[src/rtl/uart_pkg.sv]
// Shared UART definitions: receiver state encoding, frame width and baud divisor helper.
package uart_pkg;

  typedef enum logic [2:0] {
    IDLE  = 3'd0,
    START = 3'd1,
    DATA  = 3'd2,
    STOP  = 3'd3,
    BREAK = 3'd4
  } rx_state_t;

  localparam int DATA_BITS = 8;

  // Integer clocks per bit; both the receiver and the transmitter use this divisor.
  function automatic int calc_clks_per_bit(input int clk_freq_hz, input int baud_rate);
    return clk_freq_hz / baud_rate;
  endfunction

endpackage

[src/rtl/sync_2ff.sv]
// Two-flop synchronizer for asynchronous single-bit inputs, with a selectable reset value.
module sync_2ff #(
  parameter logic RESET_VAL = 1'b1
) (
  input  logic clk,
  input  logic rst,
  input  logic d,
  output logic q
);

  logic meta;

  // Two back-to-back flops; reset loads the idle level so no false edge appears after reset.
  always_ff @(posedge clk) begin
    if (rst) begin
      meta <= RESET_VAL;
      q    <= RESET_VAL;
    end else begin
      meta <= d;
      q    <= meta;
    end
  end

endmodule

[src/rtl/uart_rx.sv]
// 8N1 UART receiver: mid-bit sampling of RXD, one-byte holding register with valid/ready.
//
// state | meaning
// IDLE  | line idle, waiting for rxs to fall
// START | timing to the middle of the start bit to confirm it
// DATA  | sampling data bits LSB-first at mid-bit
// STOP  | sampling the stop bit at mid-bit
// BREAK | stop bit was low; waiting for the line to return high
module uart_rx
  import uart_pkg::*;
#(
  parameter int CLK_FREQ_HZ = 100_000_000,
  parameter int BAUD_RATE   = 1_000_000
) (
  input  logic                 CLK,
  input  logic                 RESET,
  input  logic                 RXD,
  output logic [DATA_BITS-1:0] rx_data,
  output logic                 rx_valid,
  input  logic                 rx_ready,
  output logic                 frame_err,
  output logic                 overrun
);

  localparam int CLKS_PER_BIT = calc_clks_per_bit(CLK_FREQ_HZ, BAUD_RATE);

  generate
    if (CLKS_PER_BIT < 4) begin : g_bad_baud
      $error("uart_rx: CLKS_PER_BIT must be at least 4");
    end
  endgenerate

  localparam int TW = $clog2(CLKS_PER_BIT);
  localparam int CW = $clog2(DATA_BITS + 1);
  localparam logic [TW-1:0] T_FULL   = TW'(CLKS_PER_BIT - 1);
  localparam logic [TW-1:0] T_HALF   = TW'(CLKS_PER_BIT / 2 - 1);
  localparam logic [CW-1:0] BIT_LAST = CW'(DATA_BITS - 1);

  logic                 rxs;
  rx_state_t            state, state_nxt;
  logic [TW-1:0]        timer_q;
  logic [CW-1:0]        bit_cnt;
  logic [DATA_BITS-1:0] shreg;
  logic                 shift_en;
  logic                 byte_done;
  logic                 frame_bad;
  logic                 frame_err_q;
  logic                 overrun_q;
  logic                 accept;

  sync_2ff #(
    .RESET_VAL(1'b1)
  ) u_sync_rxd (
    .clk(CLK),
    .rst(RESET),
    .d  (RXD),
    .q  (rxs)
  );

  // State register.
  always_ff @(posedge CLK) begin
    if (RESET) state <= IDLE;
    else       state <= state_nxt;
  end

  // Next-state decode plus the single-cycle strobes that drive the datapath.
  always_comb begin
    state_nxt = state;
    shift_en  = 1'b0;
    byte_done = 1'b0;
    frame_bad = 1'b0;
    unique case (state)
      IDLE: begin
        if (!rxs) state_nxt = START;
      end
      START: begin
        if (timer_q == T_HALF) state_nxt = rxs ? IDLE : DATA;
      end
      DATA: begin
        if (timer_q == T_FULL) begin
          shift_en = 1'b1;
          if (bit_cnt == BIT_LAST) state_nxt = STOP;
        end
      end
      STOP: begin
        if (timer_q == T_FULL) begin
          if (rxs) begin
            byte_done = 1'b1;
            state_nxt = IDLE;
          end else begin
            frame_bad = 1'b1;
            state_nxt = BREAK;
          end
        end
      end
      BREAK: begin
        if (rxs) state_nxt = IDLE;
      end
      default: state_nxt = IDLE;
    endcase
  end

  // Bit timer: restarts on every state change and wraps once per bit period.
  always_ff @(posedge CLK) begin
    if (RESET) begin
      timer_q <= '0;
    end else if (state_nxt != state || state == IDLE || state == BREAK || timer_q == T_FULL) begin
      timer_q <= '0;
    end else begin
      timer_q <= timer_q + TW'(1);
    end
  end

  // Data bit counter and LSB-first shift register.
  always_ff @(posedge CLK) begin
    if (RESET) begin
      bit_cnt <= '0;
      shreg   <= '0;
    end else if (shift_en) begin
      bit_cnt <= bit_cnt + CW'(1);
      shreg   <= {rxs, shreg[DATA_BITS-1:1]};
    end else if (state != DATA) begin
      bit_cnt <= '0;
    end
  end

  assign accept = rx_valid && rx_ready;

  // Holding register: a new byte loads when the slot is empty or being emptied this cycle.
  always_ff @(posedge CLK) begin
    if (RESET) begin
      rx_data  <= '0;
      rx_valid <= 1'b0;
    end else if (byte_done && (!rx_valid || rx_ready)) begin
      rx_data  <= shreg;
      rx_valid <= 1'b1;
    end else if (accept) begin
      rx_valid <= 1'b0;
    end
  end

  // Error flags: frame_err is a one-cycle pulse, overrun holds until the next accept.
  always_ff @(posedge CLK) begin
    if (RESET) begin
      frame_err_q <= 1'b0;
      overrun_q   <= 1'b0;
    end else begin
      frame_err_q <= frame_bad;
      if (accept)                     overrun_q <= 1'b0;
      else if (byte_done && rx_valid) overrun_q <= 1'b1;
    end
  end

  // Flags are masked while RESET is high so they never coincide with it.
  assign frame_err = frame_err_q & ~RESET;
  assign overrun   = overrun_q & ~RESET;

endmodule

[config.mk]
export PLATFORM = sky130hd
export DESIGN_NAME = uart_rx
export DESIGN_NICKNAME = d
export VERILOG_FILES = /design/src/rtl/uart_pkg.sv /design/src/rtl/sync_2ff.sv /design/src/rtl/uart_rx.sv
export SDC_FILE = /design/constraint.sdc
export NUM_CORES = 1
export LEC_CHECK = 0
export CAP_MARGIN = 0
export CORE_UTILIZATION = 45
export DETAILED_ROUTE_END_ITERATION = 10
export GPL_ROUTABILITY_DRIVEN = 0
export GPL_TIMING_DRIVEN = 0
export PLACE_DENSITY = 0.65
export SLEW_MARGIN = 20
export SYNTH_ARGS = -nofsm -noshare
export SYNTH_HDL_FRONTEND = slang
export SYNTH_SLANG_ARGS = --single-unit
[constraint.sdc]
create_clock -name CLK -period 4.1 [get_ports CLK]
set_input_delay 0.82 -clock CLK [delete_from_list [all_inputs] [get_ports CLK]]
set_output_delay 0.82 -clock CLK [all_outputs]
set_load 0.1 [all_outputs]
; ---- Word level (Yosys, flattened, before mapping)
; Cells that the tools add are included.
[word_totals]
reg_bits = 35
input_bits = 4
out_inout_bits = 11
word_cells = 59
[classes]
addsub = 2
eq_ne = 9
muxes = 19
bitwise = 5
n_reduce_logical = 14
[op_table]
columns = operator, n
row1 = 2-to-1 mux 3 bit, 7
row2 = case mux 3 bit (5 select lines), 1
row3 = 2-to-1 mux 1 bit, 8
row4 = 2-to-1 mux 4 bit, 2
row5 = adder 7 x 1 -> 7 bit (second input constant), 1
row6 = == test 7 x 6 -> 1 bit (second input constant), 1
row7 = == test 7 bit (second input constant), 1
row8 = == test 3 x 2 -> 1 bit (second input constant), 2
row9 = adder 4 x 1 -> 4 bit (second input constant), 1
row10 = == test 4 x 3 -> 1 bit (second input constant), 1
row11 = logical OR 1 bit, 4
row12 = nonzero test 2 bit, 2
row13 = OR reduction 2 bit, 2
row14 = == test 3 x 1 -> 1 bit (second input constant), 1
row15 = == test 3 bit (second input constant), 1
row16 = logical AND 1 bit, 3
row17 = zero test 3 bit, 1
row18 = != test 3 x 2 -> 1 bit (second input constant), 1
row19 = != test 3 bit, 1
row20 = inverter 1 bit, 3
row21 = OR reduction 3 bit, 1
row22 = bitwise AND 1 bit, 2
row23 = 2-to-1 mux 2 bit, 1
row24 = zero test 1 bit, 1

; ---- Logic depth before layout (Yosys ltp)
; Gate-level depths: netlist of run 1.
[logic_depth]
depth_word = 9
depth_mapped = 7

; ---- By module
; From an unflattened synthesis of run 1, not the netlist that was laid out.
[unflattened]
cells_unflattened = 167
area_unflattened_um2 = 1536.5
[modules_own_cells]
columns = module, n_inst, cells_per_inst, area_per_inst_um2
row1 = uart_rx, 1, 163, 1483.9
row2 = sync_2ff, 1, 4, 52.6

; ---- Least setup slack after synthesis of run 1
; Ideal clock, no wire load.
[synth_path]
path_type = input to output
from = input port RESET
to = output port frame_err
t_arrival_ps = 2338
required_time_ps = 3280
setup_slack_ps = 942
path_stages = 2
path_buffers = 1
cell_sequence = clkbuf_1 nor2b_1
[synth_between]
elab_chain_cells = 2
[synth_rtl]
columns = item, line_no
row1 = "start, declared", uart_rx.sv:16  ; input logic RESET,
row2 = inverter 1 bit, uart_rx.sv:155  ; assign frame_err = frame_err_q & ~RESET;
row3 = bitwise AND 1 bit, uart_rx.sv:155
row4 = "end, declared", uart_rx.sv:21  ; output logic frame_err,
; Every way passes these cells.

; ---- Worst setup path after layout of run 1
[layout_path]
from = input port RESET
to = output port overrun
[layout_between]
elab_chain_cells = 2
[layout_rtl]
columns = item, line_no
row1 = inverter 1 bit, uart_rx.sv:156  ; assign overrun = overrun_q & ~RESET;
row2 = bitwise AND 1 bit, uart_rx.sv:156
row3 = "end, declared", uart_rx.sv:22  ; output logic overrun
; Every way passes these cells.

==> results.toml, run 1 <==
[pwr]
power_density_nw_per_um2 = 308
p_leak_nw = 0.669
irDropWorstVdd_uv = 212

[finish]
nets = 194
fillerInstances = 307
n_antenna_cell = 0
finalInstanceArea_um2 = 1760
drive_gt1_share_pct = 10.1
areaGrowthSynthToFinish_pct = 15.7

[critical_path]
r2r-end = "timer_q[4]"
ff2ff_path_depth = 6
worstSetupStartpoint = "RESET"
cp.required_ns = 3.28
start_kind = "primary input"
crit_type = "in2out"
critPathCaptureType = "output pin"
r2r-start = "timer_q[0]"
r2r_slack_ns = 2.10
cp_data_arrival_time_ns = 2.34
path_max_fanout = 10

[cts]
numCtsBuffers = 5
cts-htree-levels = 2
cts.repair.resized = 0
cts-hold-fix-buffers = 0
cts_sinks = 35
tritoncts = "yes"
cts-root-buf = "clkbuf_4"
insertion_delay_ns = 0.35
cts_buffer_depth = 2
cts_setup_buffers = 0
clkTransAtPathRegs_ns = 0.10

[timing]
finalCriticalPeriod_ns = 3.16
holdWs_ns = 0.417
setup_viol = 0
finalCritPeriodShare_pct = 77.0
setup_ws_ns = 0.943
rsz0062_at_grt = "no"
finalSetupTns_ns = 0
drv_slew = 0
hold_viol = 0
fmax_ghz = 0.317
relSlewSlack_pct = 35.1
finClkSkew_ns = 0.00268
tightestPinTransition_ns = 0.970

[synthesis]
syn_nets = 174
yosysUniqueCellTypes = 36
async_flop_share_pct = 0
synth_compound_area_share_pct = 10.4
syn-mean-instance-area_um2 = 9.13
ys_ff_latch = 35
synth-xor-area-share_pct = 4.59
synth_ff_type = "dfxtp_1"
synth_most_common_cell = "dfxtp_1"
synth_top_family_by_area = "simple AND/OR/NAND/NOR gates"
yosysTopAreaCell = "dfxtp_1"
synthAdderAreaFrac_pct = 2.46
synthSimpleGateAreaFrac_pct = 24.9
synth_top_area_share_pct = 45.9
ys_seq_area_share_pct = 45.9
synthesis.area_um2 = 1530
ys_warn_count = 0
muxShareOfSynthArea_pct = 6.64
synth_cells = 167
netlist_top_cells_area = "dfxtp_1 (46%), mux2i_1 (5.9%), nand3_1 (5.9%)"
synth_common_cells = "dfxtp_1 (35), nor2_1 (19), nand3_1 (18)"
synth_edf_count = 0

[floorplan]
die-width_um = 60.2
die_h_um = 60.2
io_pins = 15
core_area_um2 = 3130
rows = 20
dieArea_um2 = 3630
start_util_pct = 48.8

[drt]
wl_per_cell_um = 12.9
drt_iter0_drc = 86
vias_per_cell = 5.28
postRouteAntennaNets = 0
drt-total-wl_um = 3000
first_pass_iters = 4
num_vias = 1226
drcViolationCount = 0

[placed_design]
dp_hpwl_um = 2150
io_buffer_count = 13
dpl_cell_area_um2 = 1710
preCtsSetupSlack_ns = 0.954

[min_path]
hold_path.startpoint = "u_sync_rxd.meta"
holdPathEnd = "u_sync_rxd.q"
hold_depth = 1
holdCritPathClass = "reg2reg"

[global_route]
busiest_layer = "met1"
use_met2_pct = 26.1
antenna_found_initial = 0
grtUsageMet1_pct = 27.6
grt_use_met3_pct = 7.79
grt_overflow = 0
grt_pass1_vias = 1086
grt_max_degree = 12
grt_pass1_wl_um = 5060
grtUsageTotal_pct = 19.7

[job]
max_cap_violations = 0

[outcome]
status = "finished, final reports clean"
[logic make-up (layout without fill, tap and decap cells)]
| logic type | count (synthesis) | in the layout |
|---|---|---|
| compound gates | 26 | 26 |
| xor+xnor | 8 | 8 |
| fa+ha+maj | 3 | 3 |
| buf+inv | 14 | 35 |
| flops | 35 | 35 |
| mux | 10 | 10 |
| simple gates | 71 | 71 |
[worst max path at each step]
stage                           end  slack [ns]  cells after the start
after global placement      overrun        0.96                      3
after floorplan           frame_err        0.94                      2
after CTS                   overrun        0.94                      3
after detailed placement  frame_err        0.95                      3
after global routing      frame_err        0.87                      3
final                       overrun        0.94                      3
[cell usage in the layout, fill, tap and decap left out, types with 2 or more instances in the layout]
| cell | count |
|---|---|
| a211oi_1 | 2 |
| a21oi_1 | 10 |
| a41oi_1 | 2 |
| and3_1 | 5 |
| buf_2 | 4 |
| buf_6 | 2 |
| clkbuf_1 | 6 |
| clkbuf_4 | 5 |
| clkdlybuf4s50_1 | 13 |
| dfxtp_1 | 35 |
| ha_1 | 3 |
| inv_1 | 2 |
| mux2i_1 | 9 |
| nand2_1 | 4 |
| nand3_1 | 18 |
| nand4b_1 | 2 |
| nor2_1 | 19 |
| nor2b_1 | 3 |
| nor3_1 | 9 |
| o21ai_0 | 8 |
| or2_2 | 2 |
| xnor2_1 | 3 |
| xor2_1 | 5 |
[where the power goes]
part	total [W]	internal [W]	switching (W)
logic	0.0000182	0.00000723	0.0000110
registers	0.000342	0.000342	0.000000935
clock network	0.000183	0.0000660	0.000117
total	0.000544	0.000415	0.000129
[critical path, cell delays in order]
cell and delay, ns:
clkbuf_1 0.20, nor2b_1 0.16, clkdlybuf4s50_1 1.14
[registers in the layout (all words and copies together) (netlist names)]
register / flops
frame_err_q: 1
u_sync_rxd.meta: 1
shreg: 8
overrun_q: 1
rx_valid: 1
state: 3
bit_cnt: 4
timer_q: 7
u_sync_rxd.q: 1
rx_data: 8
[layer usage]
metal,vias up,wire [µm]
met1,574,1550
met2,17,1290
met5,-,0
met3,6,128
li1,629,-
met4,0,38
[through the flow]
| stage | instances | power, W | utilization (%) |
|---|---|---|---|
| 2_1_floorplan | 167 | 0.000363 | - |
| 3_3_place_gp | 224 | 0.000368 | 54.7 |
| 3_5_place_dp | 224 | 0.000368 | 54.7 |
| 4_1_cts | 232 | 0.000552 | 56.4 |
| 5_1_grt | 232 | 0.000569 | 56.4 |
| 6_report | 232 | 0.000544 | 56.4 |
[area by class of cell]
| class | count | area, µm² | share of cell area (%) |
|---|---|---|---|
| tap | 44 | 55.1 | 3.12 |
| buffer | 12 | 68.8 | 3.90 |
| inverter | 2 | 7.51 | 0.426 |
| clock inverter | 2 | 12.5 | 0.709 |
| sequential | 35 | 701 | 39.7 |
| multi-input combinational | 118 | 748 | 42.4 |
| clock buffer | 6 | 41.3 | 2.34 |
| timing repair buffer | 13 | 130 | 7.38 |
(Power assumes the default switching activity.)
==> inputs of run 2 (changes only) <==
==> constraint.sdc (replaced) <==
create_clock -name CLK -period 2.95 [get_ports CLK]
set_input_delay 0.59 -clock CLK [delete_from_list [all_inputs] [get_ports CLK]]
set_output_delay 0.59 -clock CLK [all_outputs]
set_load 0.1 [all_outputs]
==> results of run 2 <==
Same layout as run 1 (identical final DEF). Status: finished, final reports clean.
Among the figures that moved: setup slack after placement 0.954 ns -> 0.264 ns; setup slack after layout 0.943 ns -> 0.253 ns; register-to-register setup slack 2.10 ns -> 0.95 ns; total power 0.000544 W -> 0.000755 W; worst IR drop on VDD 212 µV -> 295 µV
==> inputs of run 3 (changes only) <==
--- a/config.mk
+++ b/config.mk
@@ -7,6 +7,7 @@
 export LEC_CHECK = 0
 export CAP_MARGIN = 0
 export CORE_UTILIZATION = 45
+export CTS_BUF_LIST = sky130_fd_sc_hd__clkbuf_16
 export DETAILED_ROUTE_END_ITERATION = 10
 export GPL_ROUTABILITY_DRIVEN = 0
 export GPL_TIMING_DRIVEN = 0
==> results.toml, run 3 (synthesis gave the netlist of run 1 again) <==
[cts]
cts_buffer_depth = 2
cts.repair.resized = 0
cts_setup_buffers = 0
numCtsBuffers = 5
clkTransAtPathRegs_ns = 0.05
tritoncts = "yes"
insertion_delay_ns = 0.28
cts-root-buf = "clkbuf_16"
cts-htree-levels = 2
cts-hold-fix-buffers = 0
cts_sinks = 35

[finish]
nets = 194
top_regs = "rx_data x8, shreg x8, timer_q x7"
final_common_cell = "dfxtp_1"
drive_gt1_share_pct = 10.1
layout_common_cells = "dfxtp_1 (35), nor2_1 (19), nand3_1 (18)"
n_antenna_cell = 0
final_cells = 232
areaGrowthSynthToFinish_pct = 21.4

[timing]
finalCritPeriodShare_pct = 91.5
finClkSkew_ns = 0.00449
relSlewSlack_pct = 35.2
rsz0062_at_grt = "no"
fmax_ghz = 0.371
drv_slew = 0
tightestPinTransition_ns = 0.970
finalSetupTns_ns = 0
setup_viol = 0
hold_viol = 0
holdWs_ns = 0.405
finalCriticalPeriod_ns = 2.70

[global_route]
grt_pass1_wl_um = 5110
grt_max_degree = 12
busiest_layer = "met1"
grt_pass1_vias = 1110
antenna_found_initial = 0
grtUsageTotal_pct = 19.8
grt_overflow = 0
grtUsageMet1_pct = 28.0
grt_use_met3_pct = 4.55
use_met2_pct = 26.5

[critical_path]
cp.required_ns = 2.36
start_kind = "primary input"
path_max_fanout = 10
ff2ff_path_depth = 6
cp_data_arrival_time_ns = 2.11
r2r-start = "timer_q[0]"
critPathCaptureType = "output pin"
r2r-end = "timer_q[4]"
r2r_slack_ns = 0.94
crit_type = "in2out"

[pwr]
p_int_w = 0.000793
power_density_nw_per_um2 = 541
seqPwrFrac_pct = 47.6
switching_share_pct = 20.8
p_sw_w = 0.000208
irDropWorstVdd_uv = 354
p_leak_nw = 0.712
clock_power_share_pct = 49.8
pwr-share-comb_pct = 2.5

[placed_design]
io_buffer_count = 13
dp_hpwl_um = 2150
place_inst = 224

[floorplan]
die_h_um = 60.2
core_area_um2 = 3130
die-width_um = 60.2
dieArea_um2 = 3630
start_util_pct = 48.8
io_pins = 15
rows = 20

[min_path]
holdCritPathClass = "reg2reg"
hold_path.startpoint = "u_sync_rxd.meta"
hold_depth = 1
holdPathEnd = "u_sync_rxd.q"

[drt]
postRouteAntennaNets = 0
drcViolationCount = 0
wl_per_cell_um = 13.1
drt-total-wl_um = 3050
vias_per_cell = 5.30
num_vias = 1229
drt_iter0_drc = 88
first_pass_iters = 4

[outcome]
status = "finished, final reports clean"

[job]
max_cap_violations = 0
==> run 3: cell types whose count changed in the layout (fill, tap and decap cells not counted), sizes merged <==
cell    before  now
inv          2    3
clkbuf      11   10
==> run 3: power by group through the flow <==
stage | clock [W] | combinational (W) | sequential [W]
2_1_floorplan | 0 | 0.0000178 | 0.000487
3_3_place_gp | 0 | 0.0000245 | 0.000487
3_5_place_dp | 0 | 0.0000252 | 0.000487
4_1_cts | 0.000508 | 0.0000253 | 0.000477
5_1_grt | 0.000526 | 0.0000284 | 0.000477
6_report | 0.000499 | 0.0000252 | 0.000477
==> run 3: stage by stage <==
stage / power, W / util [%] / cell area, µm² / worst slack [ns]
finish: 0.00100 / 59.2 / 1850 / 0.252
global route: 0.00103 / 59.2 / 1850 / 0.180
CTS: 0.00101 / 59.2 / 1850 / 0.253
detailed placement: 0.000512 / 54.7 / 1710 / 0.264
global placement: 0.000511 / 54.7 / 1710 / 0.268
floorplan: 0.000504 / - / 1530 / 0.252
==> run 3: per-layer routing <==
layer  vias up  share of wire [%]
met3         8                3.8
li1        623                  -
met2        24                 42
met4         0                2.7
met5         -                  0
met1       574                 51
==> run 3: how the worst max path moves through the flow <==
stage / startpoint / to / slack (ns) / cells past startpoint
after global placement: RESET / overrun / 0.27 / 3
final: RESET / overrun / 0.25 / 3
after floorplan: RESET / frame_err / 0.25 / 2
after CTS: RESET / overrun / 0.25 / 3
after global routing: RESET / frame_err / 0.18 / 3
after detailed placement: RESET / frame_err / 0.26 / 3
==> run 3: critical path: stages <==
cell and delay (ns):
clkbuf_1 0.20, nor2b_1 0.16, clkdlybuf4s50_1 1.14
==> run 3: area by class of cell <==
class / count / area [µm²]
well taps: 44 / 55.1
inverters: 2 / 7.51
flip-flops and latches: 35 / 701
clock buffers: 5 / 125
repair buffers: 13 / 130
fillers: 299 / 1280
plain buffers: 12 / 68.8
multi-input cells: 118 / 748
clock inverters: 3 / 16.3
